<file path="config.mk">
export PLATFORM = sky130hd
export DESIGN_NAME = router_input_vc_buffer
export DESIGN_NICKNAME = d
export VERILOG_FILES = /design/src/rtl/noc_pkg.sv /design/src/rtl/router_vc_fifo.sv /design/src/rtl/router_input_vc_buffer.sv
export SDC_FILE = /design/constraint.sdc
export NUM_CORES = 1
export LEC_CHECK = 0
export ABC_AREA = 1
export CAP_MARGIN = 40
export CELL_PAD_IN_SITES_DETAIL_PLACEMENT = 0
export CELL_PAD_IN_SITES_GLOBAL_PLACEMENT = 2
export CORE_MARGIN = 5
export CORE_UTILIZATION = 43
export DETAILED_ROUTE_END_ITERATION = 7
export HOLD_SLACK_MARGIN = 0.1
export PLACE_DENSITY = 0.89
export SLEW_MARGIN = 20
export SYNTH_ARGS = -nofsm -noshare
export SYNTH_HDL_FRONTEND = slang
export SYNTH_SLANG_ARGS = --single-unit
</file>
<file path="constraint.sdc">
create_clock -name clk -period 10.9 [get_ports clk]
set_clock_uncertainty 0.2 [all_clocks]
set_input_delay 2.18 -clock clk [delete_from_list [all_inputs] [get_ports clk]]
set_output_delay 2.18 -clock clk [all_outputs]
set_load 0.005 [all_outputs]
</file>
<file path="src/rtl/noc_pkg.sv">
// Shared NoC types and constants for the router input stage.
package noc_pkg;

    localparam int NOC_DATA_W = 64;

    typedef logic [NOC_DATA_W-1:0] flit_t;

    // VC polarity names used when a port runs two virtual channels.
    localparam int VC_EVEN = 0;
    localparam int VC_ODD  = 1;

    function automatic int vc_width(input int num_vc);
        return (num_vc > 1) ? $clog2(num_vc) : 1;
    endfunction

endpackage

</file>
<file path="src/rtl/router_vc_fifo.sv">
// Single virtual-channel circular FIFO; emptiness is tracked by count alone.
module router_vc_fifo #(
    parameter int DATA_W = 64,
    parameter int DEPTH  = 4,
    localparam int PTR_W = $clog2(DEPTH),
    localparam int CNT_W = $clog2(DEPTH + 1)
) (
    input  logic              clk,
    input  logic              reset,
    input  logic              push,
    input  logic              pop,
    input  logic [DATA_W-1:0] data_in,
    output logic [DATA_W-1:0] head,
    output logic [CNT_W-1:0]  count,
    output logic              full,
    output logic              empty
);

    logic [DATA_W-1:0] mem [DEPTH];
    logic [PTR_W-1:0]  wr_ptr;
    logic [PTR_W-1:0]  rd_ptr;

    // DEPTH need not be a power of two, so wrap explicitly.
    function automatic logic [PTR_W-1:0] ptr_inc(input logic [PTR_W-1:0] p);
        return (p == PTR_W'(DEPTH - 1)) ? '0 : p + 1'b1;
    endfunction

    always_ff @(posedge clk) begin
        if (reset) begin
            wr_ptr <= '0;
            rd_ptr <= '0;
            count  <= '0;
        end else begin
            if (push) begin
                mem[wr_ptr] <= data_in;
                wr_ptr      <= ptr_inc(wr_ptr);
            end
            if (pop)
                rd_ptr <= ptr_inc(rd_ptr);
            count <= count + CNT_W'(push) - CNT_W'(pop);
        end
    end

    assign head  = mem[rd_ptr];
    assign full  = (count == CNT_W'(DEPTH));
    assign empty = (count == '0);

endmodule

</file>
<file path="src/rtl/router_input_vc_buffer.sv">
// Router input port: per-VC FIFOs with registered ready, blocked stall and sticky drop flag.
module router_input_vc_buffer
    import noc_pkg::*;
#(
    parameter int DATA_W = NOC_DATA_W,
    parameter int NUM_VC = 2,
    parameter int DEPTH  = 4,
    localparam int VC_W  = vc_width(NUM_VC)
) (
    input  logic              clk,
    input  logic              reset,
    input  logic              send,
    input  logic [VC_W-1:0]   in_vc,
    input  logic [DATA_W-1:0] data_in,
    output logic [NUM_VC-1:0] ready,
    input  logic              blocked,
    input  logic [VC_W-1:0]   out_vc,
    output logic              out_valid,
    output logic [DATA_W-1:0] data_out,
    output logic              drop_err
);

    localparam int CNT_W = $clog2(DEPTH + 1);

    logic [NUM_VC-1:0][DATA_W-1:0] head;
    logic [NUM_VC-1:0][CNT_W-1:0]  count;
    logic [NUM_VC-1:0][CNT_W-1:0]  count_next;
    logic [NUM_VC-1:0]             full;
    logic [NUM_VC-1:0]             empty;
    logic [NUM_VC-1:0]             push_vec;
    logic [NUM_VC-1:0]             pop_vec;
    logic [NUM_VC-1:0]             ready_next;
    logic [DATA_W-1:0]             head_sel;
    logic                          in_ready;
    logic                          drop;

    for (genvar v = 0; v < NUM_VC; v++) begin : g_vc
        router_vc_fifo #(.DATA_W(DATA_W), .DEPTH(DEPTH)) u_fifo (
            .clk     (clk),
            .reset   (reset),
            .push    (push_vec[v]),
            .pop     (pop_vec[v]),
            .data_in (data_in),
            .head    (head[v]),
            .count   (count[v]),
            .full    (full[v]),
            .empty   (empty[v])
        );
    end

    // Pop looks at pre-edge occupancy, so a flit pushed this edge cannot bypass.
    always_comb begin
        in_ready   = 1'b0;
        head_sel   = '0;
        push_vec   = '0;
        pop_vec    = '0;
        count_next = count;
        ready_next = '0;
        for (int v = 0; v < NUM_VC; v++) begin
            if (in_vc == VC_W'(v))
                in_ready = ready[v];
            if (out_vc == VC_W'(v))
                head_sel = head[v];
            push_vec[v]   = send && (in_vc == VC_W'(v)) && ready[v] && !full[v];
            pop_vec[v]    = !blocked && (out_vc == VC_W'(v)) && !empty[v];
            count_next[v] = count[v] + CNT_W'(push_vec[v]) - CNT_W'(pop_vec[v]);
            ready_next[v] = !blocked && (count_next[v] < CNT_W'(DEPTH));
        end
    end

    assign drop = send && !in_ready;

    always_ff @(posedge clk) begin
        if (reset) begin
            ready     <= '1;
            out_valid <= 1'b0;
            data_out  <= '0;
            drop_err  <= 1'b0;
        end else begin
            ready     <= ready_next;
            out_valid <= |pop_vec;
            data_out  <= (|pop_vec) ? head_sel : '0;
            if (drop)
                drop_err <= 1'b1;
        end
    end

endmodule

</file>
==> results of run 1 <==
==> final cells by class <==
class                      instances  area, µm²  area share [%]
antenna                            1       2.50         0.00892
sequential                       598      17100            61.0
timing repair buffer             170       1870            6.68
tap                              704        881            3.14
clock inverter                    22        327            1.16
clock buffer                      86       1670            5.95
inverter                         286       1080            3.85
multi-input combinational       1111       5100            18.2
==> report_power, final <==
part           switching [µW]  internal (µW)  leakage, µW  total (µW)
sequential               92.0           2590      0.00532        2680
combinational             572            306      0.00469         878
clock                     819           1240     0.000967        2060
total                    1480           4140       0.0110        5620
==> metal layers <==
layer | vias to the layer above | wire length, µm | share of wire (%) | GRT usage, %
met5 | - | 9 | 0.017 | 0
met4 | 2 | 905 | 1.7 | 4.17
met3 | 66 | 3000 | 5.6 | 3.35
met2 | 349 | 26300 | 49 | 30.3
met1 | 7104 | 23300 | 43 | 23.5
li1 | 7181 | - | - | -
==> metrics by stage <==
| stage | setup slack [ps] | area, µm² |
|---|---|---|
| 2_1_floorplan | 2810 | 23800 |
| 3_3_place_gp | 5720 | 25700 |
| 3_5_place_dp | 5590 | 26000 |
| 4_1_cts | 6280 | 28000 |
| 5_1_grt | 6460 | 28000 |
| 6_report | 6710 | 28000 |
==> logic make-up after synthesis <==
logic type               after synthesis  share of synthesized area, %
AND/OR/NAND/NOR                     1017                          17.9
buffers and inverters                391                          6.80
adder cells (fa/ha/maj)               16                         0.906
flip-flops                           598                          71.9
AO/OA/AOI/OAI                         78                          2.43
==> path summary, 6_finish.rpt <==
check / slack [ps] / end / depth (start not counted)
setup / recovery: 6710 / ready[0]$_SDFF_PP1_ / 12
hold / removal: 290 / drop_err$_SDFFE_PP0P_ / 2
setup reg to reg: 8230 / data_out[62]$_SDFF_PP0_ / 6
hold reg to reg: 290 / drop_err$_SDFFE_PP0P_ / 2
==> tightest hold or removal path, delay by kind of cell, from the launching register on <==
family	cells	cell delay (ps)
compound gates	1	50
flops	1	330
simple gates	1	70
==> cells in the mapped netlist (8+ instances only) <==
cell	count	area, µm²
nand2_1	659	2470
nand3_1	329	1650
buf_2	71	355
buf_1	9	33.8
dfxtp_1	86	1720
nor2_1	21	78.8
clkbuf_1	15	56.3
a21oi_2	49	429
ha_1	14	175
nor3b_1	8	60.1
inv_1	280	1050
edfxtp_1	512	15400
a21oi_1	22	110
==> registers in the layout, indices dropped and copies added, names as in the netlist, named ones only <==
name	count
ready	2
out_valid	1
g_vc.u_fifo.rd_ptr	4
drop_err	1
g_vc.u_fifo.mem	512
data_out	64
g_vc.u_fifo.wr_ptr	4
g_vc.u_fifo.count	6
==> results.py, run 1 <==
metrics = {
    "outcome": {
        "status": "completed",
    },
    "floorplanning": {
        "die_y_um": 245,
        "dieArea_um2": 60100,
        "core_um2": 54900,
        "start_util_pct": 43.3,
        "pin_count": 138,
        "num_rows": 86,
        "die_w_um": 245,
    },
    "synth": {
        "synth_edf_count": 512,
        "synth_ff_type": "edfxtp_1",
        "ys_types": 20,
        "syn_area_um2": 23800,
        "postSynthAreaPerCell_um2": 11.3,
        "yosysWarningCount": 0,
        "ys_ff_latch": 598,
        "ys_seq_area_share_pct": 71.9,
        "syn-num-nets": 2186,
        "ys_async_sr_fraction_pct": 0,
        "netlist_instances": 2100,
    },
    "detailed_routing": {
        "drt_first_iter_violations": 1034,
        "dr.pass1.iters": 5,
        "route.detailed.drc": 0,
        "viasPerCell": 4.94,
        "antenna_left": 0,
        "routed_wl_um": 53500,
        "routedWlPerCell_um": 18.0,
        "vias": 14700,
    },
    "cells_and_area": {
        "final_common_cell": "nand2_1",
        "final_nets": 2311,
        "nFillCells": 4633,
        "final_cell_count_no_fill": 2978,
        "drive_above_1_share_pct": 8.14,
        "fin_util_pct": 51.1,
        "final_cell_mix": "nand2_1 (658), edfxtp_1 (512), nand3_1 (329)",
        "syn_to_final_growth_pct": 18.0,
    },
    "timing": {
        "max_freq_mhz": 239,
        "finalCritPeriodShare_pct": 38.4,
        "hold_slack_ps": 287,
        "setup_viol": 0,
        "layout_min_cycle_time_ps": 4190,
        "setup_tns_ps": 0,
        "hold_violations": 0,
        "slew_headroom_pct": 49.1,
        "tightest_slew_ps": 763,
        "grt_setup_unrepaired": "no",
        "slew_viol_final": 0,
    },
    "setup_path": {
        "critPathLaunch": "send",
        "path_buf_inv": 4,
        "path_cells": "clkdlybuf4s50_1, inv_1, nor2_1, nand2_1, ha_1, inv_1, ha_1, fa_1, inv_1, nand3_1, a21oi_1, nor2_1",
        "crit_path_end_kind": "flop",
        "critical-path-top-delay-family": "adder cells",
        "critical_path.slowest_cell": "clkdlybuf4s50_1",
        "cp.arrival_ps": 4480,
        "cp.required_ps": 11190,
        "crit_top_cell": "inv_1",
        "critPathLaunchType": "input pin",
        "cp_max_fo": 7,
        "slowest_delay_ps": 470,
        "crit_type": "in -> reg",
    },
    "global_route": {
        "antenna_found_initial": 1,
        "grt_pass1_vias": 14400,
        "grt_max_degree": 75,
        "grt_pass1_wl_um": 82600,
        "grt_overflow": 0,
        "grt_usage_pct": 17.7,
    },
    "place": {
        "numPortBuffers": 137,
        "dp_hpwl_um": 31100,
        "place_inst": 2866,
        "place_congestion": 0.735,
    },
    "clock_tree": {
        "cts_num_sinks": 598,
        "ctsHoldBuffers": 0,
        "clkTransAtPathRegs_ps": 60,
        "h-tree-depth": 2,
        "cts_setup_buffers": 0,
        "clk_latency_ps": 610,
        "numCtsBuffers": 58,
        "cts_root_buf": "clkbuf_16",
        "cts.path.max_buffers": 3,
        "cts_resized": 0,
        "cts_tree": "done",
    },
    "power_and_ir_drop": {
        "ir_drop_mv": 0.129,
        "finalPower_uw": 5620,
        "p_per_area_nw_per_um2": 200,
        "leakage_uw": 0.0110,
    },
    "min_path": {
        "hold_start": "drop_err$_SDFFE_PP0P_",
        "hold_class": "reg -> reg",
    },
    "flow_run": {
        "cap_viol_max_count": 0,
    },
}
Note: power is estimated with default switching activity, not from simulation.
==> run 2: changes to the inputs <==
--- a/config.mk
+++ b/config.mk
@@ -10,10 +10,10 @@
 export CELL_PAD_IN_SITES_DETAIL_PLACEMENT = 0
 export CELL_PAD_IN_SITES_GLOBAL_PLACEMENT = 2
 export CORE_MARGIN = 5
-export CORE_UTILIZATION = 43
+export CORE_UTILIZATION = 36
 export DETAILED_ROUTE_END_ITERATION = 7
 export HOLD_SLACK_MARGIN = 0.1
-export PLACE_DENSITY = 0.89
+export PLACE_DENSITY = 0.8
 export SLEW_MARGIN = 20
 export SYNTH_ARGS = -nofsm -noshare
 export SYNTH_HDL_FRONTEND = slang
==> constraint.sdc (replaced) <==
create_clock -name clk -period 3.4 [get_ports clk]
set_clock_uncertainty 0.2 [all_clocks]
set_input_delay 0.68 -clock clk [delete_from_list [all_inputs] [get_ports clk]]
set_output_delay 0.68 -clock clk [all_outputs]
set_load 0.005 [all_outputs]
==> results.py, run 2 (same netlist as run 1, synthesis figures left out) <==
metrics = {
    "setup_path": {
        "crit_path_end_kind": "flop",
        "cp.required_ps": 3690,
        "cp_max_fo": 3,
        "cp.arrival_ps": 2820,
        "crit_type": "in -> reg",
        "reg2reg_from": "g_vc[0].u_fifo.count[1]$_SDFF_PP0_",
        "rr_endpoint": "ready[0]$_SDFF_PP1_",
        "critPathLaunch": "send",
        "critPathLaunchType": "input pin",
        "r2r_setup_slack_ps": 1100,
        "endpoint": "ready[0]$_SDFF_PP1_",
        "reg2reg_depth": 12,
    },
    "global_route": {
        "grt_pass1_vias": 14500,
        "grt_max_degree": 124,
        "antenna_found_initial": 5,
        "grt_overflow": 0,
        "grt_pass1_wl_um": 84500,
        "grt_usage_pct": 15.2,
    },
    "detailed_routing": {
        "vias": 14600,
        "route.detailed.drc": 0,
        "antenna_left": 0,
        "drt_first_iter_violations": 829,
        "viasPerCell": 4.63,
        "routed_wl_um": 54700,
        "dr.pass1.iters": 4,
        "routedWlPerCell_um": 17.4,
    },
    "power_and_ir_drop": {
        "ir_drop_mv": 0.431,
        "finalPower_uw": 18300,
        "p_per_area_nw_per_um2": 643,
        "leakage_uw": 0.0111,
    },
    "floorplanning": {
        "die_w_um": 267,
        "num_rows": 94,
        "pin_count": 138,
        "start_util_pct": 36.2,
        "die_y_um": 267,
        "core_um2": 65600,
        "dieArea_um2": 71300,
    },
    "timing": {
        "slew_viol_final": 0,
        "finalCritPeriodShare_pct": 74.4,
        "grt_setup_unrepaired": "no",
        "hold_violations": 0,
        "hold_slack_ps": 289,
        "setup_viol": 0,
        "layout_min_cycle_time_ps": 2530,
        "setup_tns_ps": 0,
        "tightest_slew_ps": 822,
        "slew_headroom_pct": 45.2,
        "max_freq_mhz": 395,
    },
    "cells_and_area": {
        "final_nets": 2315,
        "syn_to_final_growth_pct": 19.5,
        "top_regs": "g_vc.u_fifo.mem (512), data_out (64), g_vc.u_fifo.count (6)",
        "final_cell_count_no_fill": 3146,
        "drive_above_1_share_pct": 8.64,
        "largest_reg_flops": 512,
        "regMostFlops": "g_vc.u_fifo.mem",
        "final_common_cell": "nand2_1",
        "final_cell_mix": "nand2_1 (657), edfxtp_1 (512), nand3_1 (329)",
    },
    "outcome": {
        "status": "completed",
    },
    "clock_tree": {
        "ctsHoldBuffers": 0,
        "h-tree-depth": 2,
        "clk_latency_ps": 600,
        "cts_tree": "done",
        "numCtsBuffers": 60,
        "clkTransAtPathRegs_ps": 60,
        "cts.path.max_buffers": 3,
        "cts_num_sinks": 598,
        "cts_setup_buffers": 0,
        "cts_resized": 0,
        "cts_root_buf": "clkbuf_16",
    },
    "place": {
        "dp_hpwl_um": 31000,
        "place_inst": 3031,
        "numPortBuffers": 137,
        "place_congestion": 0.707,
    },
    "flow_run": {
        "cap_viol_max_count": 0,
    },
    "min_path": {
        "hold_class": "reg -> reg",
    },
}
[run 2: cell types whose count changed in the layout (fill, tap and decap cells not counted), sizes merged]
cell,previous run,this run
bufinv,8,9
diode,1,3
clkinv,14,23
buf,34,36
inv,285,287
clkbuf,86,78
[run 2: final cells by class]
type                            instances  area, µm²
Fill cell                            6017      37200
Inverter                              286       1080
Multi-Input combinational cell       1111       5150
Clock inverter                         34        388
Sequential cell                       598      17100
Clock buffer                           78       1670
Timing Repair Buffer                  172       1920
Tap cell                              864       1080
Antenna cell                            3       7.51
[run 2: worst min-delay path by stage]
stage | slack, ps | from | cells past startpoint | end
final | 290 | drop_err$_SDFFE_PP0P_ | 2 | drop_err$_SDFFE_PP0P_
after detailed placement | 290 | drop_err$_SDFFE_PP0P_ | 2 | drop_err$_SDFFE_PP0P_
after global placement | 260 | drop_err$_SDFFE_PP0P_ | 2 | drop_err$_SDFFE_PP0P_
after CTS | 300 | drop_err$_SDFFE_PP0P_ | 2 | drop_err$_SDFFE_PP0P_
after global routing | 340 | g_vc[0].u_fifo.wr_ptr[1]$_SDFFE_PP0P_ | 2 | g_vc[0].u_fifo.wr_ptr[1]$_SDFFE_PP0P_
after floorplan | 260 | drop_err$_SDFFE_PP0P_ | 2 | drop_err$_SDFFE_PP0P_
[run 2: stage by stage]
stage,instance area (µm²),utilization (%),setup WS (ps)
after floorplan,23800,-,-823
after global placement,26200,40.0,204
after detailed placement,26300,40.1,241
after CTS,28400,43.3,891
after global routing,28400,43.3,764
final,28400,43.3,870
[run 2: power breakdown]
part | switching [µW] | internal (µW) | leakage [µW]
Sequential | 177 | 8290 | 0.00532
Combinational | 1940 | 1050 | 0.00476
Clock | 2690 | 4120 | 0.00102
Total | 4800 | 13500 | 0.0111
[run 2: worst max-delay path: stages]
cell and delay, ps:
clkdlybuf4s50_1 480, inv_1 60, nor2_1 230, nand2_2 80, ha_1 280, inv_1 40
ha_1 190, fa_1 410, inv_1 60, nand3_1 70, a21oi_1 180, nor2_1 60
[run 2: layer usage]
layer / global-route usage (%) / wire length [µm]
met5: 0 / 27
met1: 19.5 / 23700
met3: 3.10 / 2630
met2: 26.4 / 27400
met4: 3.95 / 986
